**config.mk**
```make
export PLATFORM = sky130hd
export DESIGN_NAME = mem_access
export DESIGN_NICKNAME = d
export VERILOG_FILES = /design/src/rtl/mem_access.sv
export SDC_FILE = /design/constraint.sdc
export NUM_CORES = 1
export LEC_CHECK = 0
export CAP_MARGIN = 40
export CORE_AREA = 2 2 161 163
export DETAILED_ROUTE_END_ITERATION = 6
export DIE_AREA = 0 0 163 165
export SYNTH_ARGS = -nofsm -noshare
export SYNTH_HDL_FRONTEND = slang
export SYNTH_SLANG_ARGS = --single-unit
```
**constraint.sdc**
```tcl
create_clock -name clk -period 3.1 [get_ports clk]
set_input_delay 0.775 -clock clk [delete_from_list [all_inputs] [get_ports clk]]
set_output_delay 0.775 -clock clk [all_outputs]
set_load 0.05 [all_outputs]
```
**src/rtl/mem_access.sv**
```systemverilog
`default_nettype none
// ============================================================================
//  Module      : mem_access
//  Description : MEM-stage data memory access unit. Issues a single registered
//                bus transaction per load/store, stalls the front of the pipe
//                until it completes, aligns load data and replicates store
//                data across byte lanes, and flags address-error exceptions.
//  Ports       : clk/reset           - clock, synchronous active-high reset
//                in_valid, MemRead, MemWrite, mem_size, mem_sign, Aluout,
//                wdata, flush        - request from the EX/MEM register
//                rd, RegWrite, MemtoReg, pc, mfc0, except_data
//                                    - WB-bound sideband
//                data_*              - memory bus (req/wr/addr/wstrb/wdata out,
//                                      rdata/ack in)
//                mem_stall           - freezes PC/IF/ID/EX and EX/MEM
//                *_out               - feed the MEM/WB register
//                exc_adel, exc_ades, badvaddr - address-error reporting
//  Revision    : 1.0 - initial release
// ============================================================================
module mem_access (
    input  logic        clk,
    input  logic        reset,
    input  logic        in_valid,
    input  logic        MemRead,
    input  logic        MemWrite,
    input  logic [1:0]  mem_size,
    input  logic        mem_sign,
    input  logic [31:0] Aluout,
    input  logic [31:0] wdata,
    input  logic        flush,
    input  logic [4:0]  rd,
    input  logic        RegWrite,
    input  logic        MemtoReg,
    input  logic [31:0] pc,
    input  logic        mfc0,
    input  logic [31:0] except_data,
    output logic        data_req,
    output logic        data_wr,
    output logic [31:0] data_addr,
    output logic [3:0]  data_wstrb,
    output logic [31:0] data_wdata,
    input  logic [31:0] data_rdata,
    input  logic        data_ack,
    output logic        mem_stall,
    output logic        MemtoReg_out,
    output logic        RegWrite_out,
    output logic [31:0] Aluout_out,
    output logic [31:0] pc_out,
    output logic [31:0] rdata_out,
    output logic [4:0]  rd_out,
    output logic        mfc0_out,
    output logic [31:0] except_data_out,
    output logic        exc_adel,
    output logic        exc_ades,
    output logic [31:0] badvaddr
);

    typedef enum logic [1:0] {
        S_IDLE = 2'd0,
        S_BUS  = 2'd1,
        S_DONE = 2'd2
    } state_t;

    state_t      state_q, state_d;
    logic        data_req_q, data_req_d;
    logic        data_wr_q, data_wr_d;
    logic [31:0] data_addr_q, data_addr_d;
    logic [3:0]  data_wstrb_q, data_wstrb_d;
    logic [31:0] data_wdata_q, data_wdata_d;
    logic [31:0] rdata_q, rdata_d;
    logic [1:0]  addr_lo_q, addr_lo_d;
    logic [1:0]  size_q, size_d;
    logic        sign_q, sign_d;
    logic        flushed_q, flushed_d;

    logic        is_byte, is_half;
    logic        mem_op, misaligned, start, exc;
    logic [3:0]  st_wstrb;
    logic [31:0] st_wdata;
    logic [31:0] ld_value;
    logic [7:0]  ld_byte;
    logic [15:0] ld_half;

    // Size code 11 falls through to word handling everywhere.
    assign is_byte    = (mem_size == 2'b00);
    assign is_half    = (mem_size == 2'b01);
    assign mem_op     = in_valid & (MemRead | MemWrite) & ~flush;
    assign misaligned = (is_half & Aluout[0]) | (~is_byte & ~is_half & (|Aluout[1:0]));
    assign start      = (state_q == S_IDLE) & mem_op & ~misaligned;
    // Gated by mem_op, so a flush always suppresses the exception.
    assign exc        = (state_q == S_IDLE) & mem_op & misaligned;

    // Store lane enables and lane-replicated data.
    always_comb begin
        st_wstrb = 4'b1111;
        st_wdata = wdata;
        if (is_byte) begin
            st_wstrb = 4'b0001 << Aluout[1:0];
            st_wdata = {4{wdata[7:0]}};
        end else if (is_half) begin
            st_wstrb = 4'b0011 << {Aluout[1], 1'b0};
            st_wdata = {2{wdata[15:0]}};
        end
    end

    // Load alignment uses the request attributes captured at issue time.
    always_comb begin
        ld_byte  = data_rdata[8*addr_lo_q +: 8];
        ld_half  = addr_lo_q[1] ? data_rdata[31:16] : data_rdata[15:0];
        ld_value = data_rdata;
        if (size_q == 2'b00)
            ld_value = {{24{sign_q & ld_byte[7]}}, ld_byte};
        else if (size_q == 2'b01)
            ld_value = {{16{sign_q & ld_half[15]}}, ld_half};
    end

    always_comb begin
        state_d      = state_q;
        data_req_d   = data_req_q;
        data_wr_d    = data_wr_q;
        data_addr_d  = data_addr_q;
        data_wstrb_d = data_wstrb_q;
        data_wdata_d = data_wdata_q;
        rdata_d      = rdata_q;
        addr_lo_d    = addr_lo_q;
        size_d       = size_q;
        sign_d       = sign_q;
        flushed_d    = flushed_q;
        case (state_q)
            S_IDLE: begin
                if (start) begin
                    state_d      = S_BUS;
                    data_req_d   = 1'b1;
                    data_wr_d    = MemWrite;
                    data_addr_d  = {Aluout[31:2], 2'b00};
                    data_wstrb_d = MemWrite ? st_wstrb : 4'b0000;
                    data_wdata_d = st_wdata;
                    addr_lo_d    = Aluout[1:0];
                    size_d       = mem_size;
                    sign_d       = mem_sign;
                    flushed_d    = 1'b0;
                    // Cleared here so a store's DONE cycle never exposes a
                    // stale load value.
                    rdata_d      = 32'h0;
                end
            end
            S_BUS: begin
                // A flush mid-transaction lets the bus cycle finish but
                // marks the result for discard.
                if (flush)
                    flushed_d = 1'b1;
                if (data_ack) begin
                    state_d    = S_DONE;
                    data_req_d = 1'b0;
                    if (!data_wr_q)
                        rdata_d = ld_value;
                end
            end
            S_DONE:  state_d = S_IDLE;
            default: state_d = S_IDLE;
        endcase
    end

    always_ff @(posedge clk) begin
        if (reset) begin
            state_q      <= S_IDLE;
            data_req_q   <= 1'b0;
            data_wr_q    <= 1'b0;
            data_addr_q  <= 32'h0;
            data_wstrb_q <= 4'h0;
            data_wdata_q <= 32'h0;
            rdata_q      <= 32'h0;
            addr_lo_q    <= 2'b00;
            size_q       <= 2'b00;
            sign_q       <= 1'b0;
            flushed_q    <= 1'b0;
        end else begin
            state_q      <= state_d;
            data_req_q   <= data_req_d;
            data_wr_q    <= data_wr_d;
            data_addr_q  <= data_addr_d;
            data_wstrb_q <= data_wstrb_d;
            data_wdata_q <= data_wdata_d;
            rdata_q      <= rdata_d;
            addr_lo_q    <= addr_lo_d;
            size_q       <= size_d;
            sign_q       <= sign_d;
            flushed_q    <= flushed_d;
        end
    end

    assign data_req   = data_req_q;
    assign data_wr    = data_wr_q;
    assign data_addr  = data_addr_q;
    assign data_wstrb = data_wstrb_q;
    assign data_wdata = data_wdata_q;

    assign mem_stall  = start | (state_q == S_BUS);

    assign exc_adel   = exc & MemRead;
    assign exc_ades   = exc & MemWrite & ~MemRead;
    assign badvaddr   = exc ? Aluout : 32'h0;

    // EX/MEM is frozen during the access, so sideband passes straight through.
    assign MemtoReg_out    = MemtoReg;
    assign Aluout_out      = Aluout;
    assign pc_out          = pc;
    assign rd_out          = rd;
    assign mfc0_out        = mfc0;
    assign except_data_out = except_data;
    assign RegWrite_out    = RegWrite & ~flush & ~exc & ~((state_q == S_DONE) & flushed_q);
    assign rdata_out       = (state_q == S_DONE) ? rdata_q : 32'h0;

endmodule
`default_nettype wire

```
[After elaboration in Yosys (flattened, before gate mapping)]
Cells that the tools add are included.
Operators by class
  equal/unequal tests: 8
  multipliers: 0
  reduce and logical (&&, ||, !) cells: 10
  bitwise gates (word level): 27
  shift-type cells: 3
  div/mod/pow operators: 0
  mux-type cells: 23
  $lt $le $gt $ge: 0
  add/subtract/negate cells: 0
Operators by type and width (count)
  2-to-1 mux 32 bit: 9
  one-hot mux 32 bit (2 select lines): 1
  variable part select 32 x 6 -> 8 bit: 1
  bitwise AND 1 bit: 17
  2-to-1 mux 16 bit: 1
  2-to-1 mux 4 bit: 3
  inequality test 2 bit, second input constant: 4
  inverter 1 bit: 7
  equality test 2 x 1 -> 1 bit, second input constant: 3
  logical NOT 2 bit: 3
  AND reduction 3 bit: 2
  2-to-1 mux 1 bit: 4
  2-to-1 mux 2 bit: 2
  one-hot mux 1 bit (2 select lines): 2
  one-hot mux 2 bit (2 select lines): 1
  AND reduction 2 bit: 2
  AND reduction 4 bit: 1
  << shifter 1 x 2 -> 4 bit, first input constant: 1
  << shifter 2 x 2 -> 4 bit, first input constant: 1
  OR 1 bit: 3
  equality test 2 bit, second input constant: 1
  nonzero test 2 bit: 1
  OR reduction 2 bit: 1
Word-level totals
  RAM bits: 0
  output and inout bits: 241
  flip-flop bits (word level): 108
  bits in latches: 0
  memories kept: 0
  word-level logic and storage cells: 82
  input port bits: 178
  memory bits (read-only): 0

[Logic depth before layout (Yosys ltp)]
Gate-level depths: netlist of the first run.
  depth after elaboration: 9
  depth in mapped cells: 7
  mapped depth without buffers: 5

[Worst setup path after synthesis of the first run]
OpenSTA, ideal clock, no wires.
  path type: input-to-output
  start: in MemWrite
  end: out RegWrite_out
  buffers on the path: 1
  data arrival time: 3.839 ns
  slack: -1.514 ns
  stages: 4
  data required time: 2.325 ns
  cell sequence: clkbuf_1 > o21ai_0 > a21oi_1 > a2111oi_0
On the way
  longest elaborated chain between the ends: 8
RTL lines
  from (decl): line 25  | input logic MemWrite,
  OR 1 bit: line 87  | assign mem_op = in_valid & (MemRead | MemWrite) & ~flush;
  bitwise AND 1 bit (2 in series): line 87
  bitwise AND 1 bit (2 in series): line 91  | assign exc = (state_q == S_IDLE) & mem_op & misaligned;
  inverter 1 bit: line 211  | assign RegWrite_out = RegWrite & ~flush & ~exc & ~((state_q == S_DONE) & flushed_q);
  bitwise AND 1 bit (2 in series): line 211
  to (decl): line 46  | output logic RegWrite_out,
No other way between the ends.

[Worst setup path after layout of the first run]
  start: in flush
  end: out badvaddr[1]
On the way
  longest elaborated chain between the ends: 5
RTL lines
  from (decl): line 30  | input logic flush,
  inverter 1 bit: line 87
  bitwise AND 1 bit: line 87
  bitwise AND 1 bit (2 in series): line 91
  2-to-1 mux 32 bit: line 202  | assign badvaddr = exc ? Aluout : 32'h0;
  to (decl): line 55  | output logic [31:0] badvaddr
No other way between the ends.

==> summary.md, run 1 <==
| Metric | Value |
|---|---|
| Vias per inst | `4.57` |
| CP Capture Type | `output pin` |
| CP required | `2.32 ns` |
| First drt pass iteration count | `5` |
| Hold path start | `rdata_q[15]` |
| Vias in the first global route | `5783` |
| Post-detailed-routing wire length | `21300 microns` |
| Post-Route Setup TNS | `0 ns` |
| # setup viols final | `0` |
| Rows | `58` |
| Flop pwr share | `0.404` |
| Total die area | `26900 sq um` |
| Ys async rst share | `0` |
| Period utilization | `0.964` |
| Final Core Density | `0.383` |
| CTS sink count | `108` |
| # IOs | `419` |
| Setup ws final | `0.113 ns` |
| Nets@finish | `1119` |
| Pint | `2440 uW` |
| Final hold slack | `0.446 ns` |
| Part of the power in the clock network | `0.351` |
| Routability congestion estimate | `0.813` |
| Final antenna-violating net count | `0` |
| Yosys Warn Count | `0` |
| Clk_lat worst skew | `0.36 ns` |
| First-pass GRT wire length | `32800 microns` |
| Register-to-Register Path Depth | `9` |
| Hold EP | `rdata_q[15]` |
| Leading cell type in the layout, fill and taps excluded | `nand2_1` |
| I/O Buffers | `274` |
| Layout cells sized above 1 | `0.211` |
| Routed vias | `5845` |
| Maxcap violations | `0` |
| Hold path depth | `2` |
| Logic gate share of total power | `0.246` |
| Pin count of the biggest net entering global routing | `68` |
| Synth area leaders | `dfxtp_1 37%, buf_4 13%, nand2_1 11%, a21oi_1 7.3%, and2_1 6.9%` |
| Avg Cell Area, Syn | `7.64 sq um` |
| CTS tree | `built` |
| Final worst path period need | `2.99 ns` |
| DRC viols | `0` |
| Run status | `complete, no violations` |
| Yosys top cell area share | `0.366` |
| Seq/Total Area, Yosys | `0.366` |
| Gate Count Post-Synth | `774` |
| Hold WC Path Type | `flip-flop to flip-flop` |
| Number of synthesized flops with an enable pin | `0` |
| Switching portion of total power | `0.318` |
| R2r endpoint | `rdata_q[27]` |
| Fmax achieved | `335 MHz` |
| Startpoint types | `input pin` |
| Power per cell area | `373 nW/um^2` |
| Static leakage | `0.00347 uW` |
| Clock Tree Buf Depth | `2` |
| Number of CTS-inserted buffers | `9` |
| Clock skew | `0.0136 ns` |
| Commonest cells after routing, fill and taps aside | `175 x nand2_1, 165 x clkdlybuf4s50_1, 108 x dfxtp_1` |
| Grt total ovfl | `0` |
| Yosys cell types | `36` |
| Post-synthesis cell area | `5910 sq um` |
| FF+latch count, synth | `108` |
| Worst slew margin | `0.507` |
| GRT Util Overall | `0.157` |
| Largest area contributor in the netlist | `dfxtp_1` |
| Avg WL per Cell | `16.6 microns` |
| Worst slack, placed | `-0.332 ns` |
| Area grow syn2layout | `62.2%` |
| Critical path class | `input pin to output pin` |
| Crit path max fanout | `8` |
| CP Data Arrival Time | `2.21 ns` |
| RSZ-0062 raised after global routing | `no` |
| Hold-fix buffers at CTS | `0` |
| Die Width | `163 microns` |
| Hpwl dp | `15500 microns` |
| Tot Pwr | `3570 uW` |
| H-tree depth | `3` |
| Maximum VDD drop | `0.201 mV` |
| Reg2reg setup slack | `1.02 ns` |
| Top_reg_cell synth | `dfxtp_1` |
| R2R Path Start | `state_q[0]` |
| Clock transition at path regs | `0.08 ns` |
| Least-Margin Pin Slew | `0.739 ns` |
| Initial antenna violation count | `3` |
| Hold Vio Cnt, Final | `0` |
| Initial DRC count | `265` |
| Starting Density | `0.236` |
| Max-slew violation count | `0` |
| CORE AREA | `25000 sq um` |
| Sw Pwr | `1140 uW` |
| Root buf cell | `clkbuf_16` |
| Die height | `165 microns` |
area by class of cell:
class                   count  area [sq um]
fillers                  2554         15400
flip-flops and latches    108          2160
clock buffers               9           225
clock inverters             7          92.6
well taps                 330           413
multi-input cells         505          2890
repair buffers            314          3790
diodes                      2          5.00
inverters                   3          11.3
stage by stage:
stage / instances / cell area [sq um]
3_3_place_gp: 1248 / 9000
5_1_grt: 1276 / 9590
2_1_floorplan: 775 / 5940
6_report: 1278 / 9590
3_5_place_dp: 1248 / 9000
4_1_cts: 1276 / 9580
cell usage after synthesis (2+ instances only):
cell type,instances
a211oi_1,9
a21oi_1,86
a311oi_1,8
a32oi_1,7
and2_1,65
buf_2,8
buf_4,105
clkbuf_1,46
dfxtp_1,108
inv_1,3
mux2i_1,24
nand2_1,176
nand2b_1,6
nor2_1,33
nor2b_1,4
nor3_1,2
o2111ai_1,8
o211ai_1,18
o21ai_0,25
o21ai_1,2
o22ai_1,9
o2bb2ai_1,8
kinds of logic (layout without fill, tap and decap cells):
| group | Yosys count | count (layout) | synth area share |
|---|---|---|---|
| buffers and inverters | 162 | 333 | 0.171 |
| other | 1 | 4 | 0.000634 |
| multiplexers | 25 | 25 | 0.0425 |
| AND/OR/NAND/NOR | 292 | 292 | 0.225 |
| flip-flops | 108 | 108 | 0.366 |
| AO/OA/AOI/OAI | 185 | 185 | 0.193 |
| XOR/XNOR | 1 | 1 | 0.00148 |
flip-flops by register name (all words and copies together), names as in the netlist, 2 cells and up:
register / cells
data_wdata: 32
rdata_q: 32
data_addr: 30
data_wstrb: 4
addr_lo_q: 2
size_q: 2
state_q: 2
layer usage:
metal | global-route usage | up-vias | routed length, microns
met5 | 0 | - | 13
met4 | 0.0438 | 2 | 319
met3 | 0.0575 | 26 | 1950
met2 | 0.263 | 294 | 10200
met1 | 0.189 | 2678 | 8830
li1 | - | 2845 | -
how the worst max path moves through the flow:
stage / from / to / slack [ns] / cells after the start
final: flush / badvaddr[1] / 0.11 / 10
after global routing: flush / badvaddr[1] / 0.005 / 10
after CTS: MemRead / RegWrite_out / 0.003 / 9
after detailed placement: flush / badvaddr[23] / -0.33 / 8
after global placement: flush / badvaddr[24] / -0.29 / 8
after floorplan: flush / badvaddr[10] / 0.02 / 5
timing repair:
item | 4_1_cts | 5_1_grt
cloned | 3 | 0
buffers inserted | 9 | 1
pin swaps | 3 | 2
endpoints found under the setup margin | 35 | 5
resized for setup | 55 | 4
endpoints found under the hold margin | 0 | 0
power groups by stage:
stage               clock (uW)  sequential (uW)  combinational (uW)
global placement             0             1470                 846
finish                    1250             1440                 878
floorplan                    0             1580                 601
global route              1350             1450                 930
detailed placement           0             1480                 846
CTS                       1300             1440                 886
worst max-delay path, stage by stage:
cell	delay, ns
buf_2	0.12
nor4b_4	0.25
buf_4	0.18
o21ai_4	0.07
a21oi_4	0.16
buf_4	0.14
buf_6	0.11
buf_12	0.13
and2_4	0.16
buf_12	0.13
No activity file was read; power rests on OpenSTA's default activity.
==> run 2: changes to the inputs <==
Settings changed: CELL_PAD_IN_SITES_DETAIL_PLACEMENT from default to 1, CELL_PAD_IN_SITES_GLOBAL_PLACEMENT from default to 1, CORE_AREA 2 2 161 163 to default, CORE_ASPECT_RATIO from default to 0.75, CORE_MARGIN from default to 2, CORE_UTILIZATION from default to 23, DIE_AREA 0 0 163 165 to default, PLACE_DENSITY_LB_ADDON from default to 0.1.
==> run 2 against run 1 <==
Design area fell by 0.20%. Largest cell class unchanged. Final cell count is 0.39% higher. Core utilization down 0.15 points. Setup slack lost 0.070 ns.
==> summary.md, run 2 (synthesis results as in run 1) <==
| Metric | Value |
|---|---|
| Commonest cells after routing, fill and taps aside | `175 x nand2_1, 170 x clkdlybuf4s50_1, 108 x dfxtp_1` |
| Multi-input gate area | `2860 sq um (-1.1%)` |
| Clock Tree Buf Depth | `2 (unchanged)` |
| Critical path's slowest cell | `clkdlybuf4s15_2` |
| Critical path class | `input pin to output pin` |
| Power per cell area | `377 nW/um^2 (+1.1%)` |
| Die Width | `189 microns (+16%)` |
| RSZ-0062 raised after global routing | `no` |
| Least-Margin Pin Slew | `0.652 ns (-0.0870 ns)` |
| Run status | `complete, no violations` |
| CORE AREA | `25100 sq um (+0.20%)` |
| Family with the most delay on the worst path | `buffers and inverters` |
| Period utilization | `0.986 (+0.0224)` |
| Final antenna-violating net count | `0 (unchanged)` |
| Final worst path period need | `3.06 ns (+0.0695 ns)` |
| Post-detailed-routing wire length | `24900 microns (+17%)` |
| Final Core Density | `0.382 (-0.00151)` |
| Number of CTS-inserted buffers | `9 (unchanged)` |
| Clock transition at path regs | `0.08 ns (about the same)` |
| R2r endpoint | `rdata_q[3]` |
| Die height | `143 microns (-13%)` |
| CP required | `2.32 ns (about the same)` |
| Post-Route Setup TNS | `0 ns (unchanged)` |
| Starting Density | `0.236 (-0.000471)` |
| Leading cell type in the layout, fill and taps excluded | `nand2_1` |
| Pin count of the biggest net entering global routing | `57 (-16%)` |
| Hpwl dp | `18400 microns (+19%)` |
| Register Area | `2160 sq um (unchanged)` |
| Hold path depth | `2 (unchanged)` |
| Clk_lat worst skew | `0.35 ns (about the same)` |
| Crit path max fanout | `5 (-3)` |
| Critical path's most frequent cell | `buf_12` |
| First drt pass iteration count | `4 (-1)` |
| GRT Util Overall | `0.183 (+0.0257)` |
| Grt total ovfl | `0 (unchanged)` |
| DRC viols | `0 (unchanged)` |
| R2R Path Start | `state_q[0]` |
| Hold Vio Cnt, Final | `0 (unchanged)` |
| Root buf cell | `clkbuf_16` |
| Finished Cell Area | `9570 sq um (-0.20%)` |
| Clock skew | `0.0115 ns (-0.00211 ns)` |
| I/O Buffers | `274 (unchanged)` |
| Maxcap violations | `0 (unchanged)` |
| Hold path start | `rdata_q[18]` |
| # IOs | `419 (unchanged)` |
| Hold EP | `rdata_q[18]` |
| Initial antenna violation count | `0 (-3)` |
| CTS sink count | `108 (unchanged)` |
| Placed cell areas | `9010 sq um (about the same)` |
| Cell Chain, Critical Path | `clkdlybuf4s15_2 -> nor4b_4 -> buf_4 -> o21ai_4 -> a21oi_4 -> buf_6 -> buf_12 -> buf_12 -> and2_4 -> buf_12` |
| Antenna Cells | `0 (-2)` |
| Hold-fix buffers at CTS | `0 (unchanged)` |
| Static leakage | `0.00344 uW (-1.1%)` |
| Area grow syn2layout | `61.9%` |
| Layout cells sized above 1 | `0.197 (-0.0146)` |
| # setup viols final | `0 (unchanged)` |
| Critical Path Start | `flush` |
| Routability congestion estimate | `0.757 (-6.9%)` |
| Vias per inst | `4.51 (-1.3%)` |
| First-pass GRT wire length | `37600 microns (+15%)` |
| CP Data Arrival Time | `2.28 ns (+0.07 ns)` |
| Routed vias | `5789 (-0.96%)` |
| Filler cells | `2886 (+13%)` |
| Nets@finish | `1118 (-0.089%)` |
| Tot Pwr | `3610 uW (+0.91%)` |
| Total die area | `27000 sq um (+0.47%)` |
| CP Capture Type | `output pin` |
| H-tree depth | `3 (unchanged)` |
| Vias in the first global route | `6072 (+5.0%)` |
| Max-slew violation count | `0 (unchanged)` |
| Reg2reg setup slack | `1.02 ns (about the same)` |
| Startpoint types | `input pin` |
| Hold WC Path Type | `flip-flop to flip-flop` |
| CTS tree | `built` |
| Worst slew margin | `0.565 (+0.0585)` |
| Avg WL per Cell | `19.4 microns (+17%)` |
| Rows | `50 (-14%)` |
| Fmax achieved | `327 MHz (-2.3%)` |
| Max incr delay on CP | `0.21 ns (-0.04 ns)` |
| Register-to-Register Path Depth | `9 (unchanged)` |
| Maximum VDD drop | `0.251 mV (+24%)` |
| Initial DRC count | `221 (-17%)` |
| Worst path bufs/invs | `6 (unchanged)` |
run 2: cell types whose count changed in the layout (fill, tap and decap cells not counted), sizes merged:
cell / before / now
clkinvlp: 0 / 1
clkbuf: 9 / 11
diode: 2 / 0
clkinv: 3 / 1
dlygate4sd2: 4 / 1
clkdlybuf4s50: 165 / 170
dlymetal6s2s: 2 / 1
inv: 6 / 5
buf: 142 / 140
run 2: metal layers:
layer / track usage / wire (microns) / vias up
met3: 0.0548 / 1960 / 53
li1: - / - / 2832
met2: 0.269 / 10500 / 212
met4: 0.0613 / 658 / 0
met1: 0.253 / 11800 / 2692
met5: 0 / 0 / -
run 2: through the flow:
stage / setup WS, ns / instances / hold WS, ns
after CTS: 0.000647 / 1284 / 0.454
after floorplan: 0.0228 / 775 / 0.424
after global routing: 0.00867 / 1283 / 0.478
after global placement: -0.247 / 1258 / 0.438
after detailed placement: -0.320 / 1258 / 0.443
final: 0.0430 / 1283 / 0.449
run 2: how the worst max path moves through the flow:
stage,to,slack [ns],cells after the start
finish,badvaddr[11],0.04,10
global route,badvaddr[30],0.009,10
CTS,badvaddr[12],0.0006,8
detailed placement,badvaddr[11],-0.32,8
global placement,badvaddr[27],-0.25,8
floorplan,badvaddr[10],0.02,5
run 2: worst register-to-register path: stages (launching register included):
cell	delay, ns
dfxtp_1	0.37
nor4b_4	0.28
buf_4	0.18
buf_4	0.13
o2111ai_4	0.15
buf_4	0.19
o21ai_1	0.14
buf_12	0.21
nor2_1	0.15
o2bb2ai_1	0.18
run 2: what timing repair did:
action                     in CTS  in global routing
pin swaps                       2                  3
setup buffers                   7                  0
gates cloned                    3                  0
setup endpoints to repair      35                 34
resized for setup              32                  3
run 2: power by group:
group | leakage, uW | switching [uW] | total (uW) | internal (uW)
Combinational | 0.00241 | 525 | 891 | 366
Clock | 0.000154 | 589 | 1270 | 683
Sequential | 0.000874 | 22.3 | 1440 | 1420
run 2: cell type report:
cell class	instances	area share
timing repair buffer	313	0.397
multi-input combinational	505	0.298
sequential	108	0.226
tap	338	0.0442
clock inverter	5	0.00693
clock buffer	11	0.0264
inverter	3	0.00118
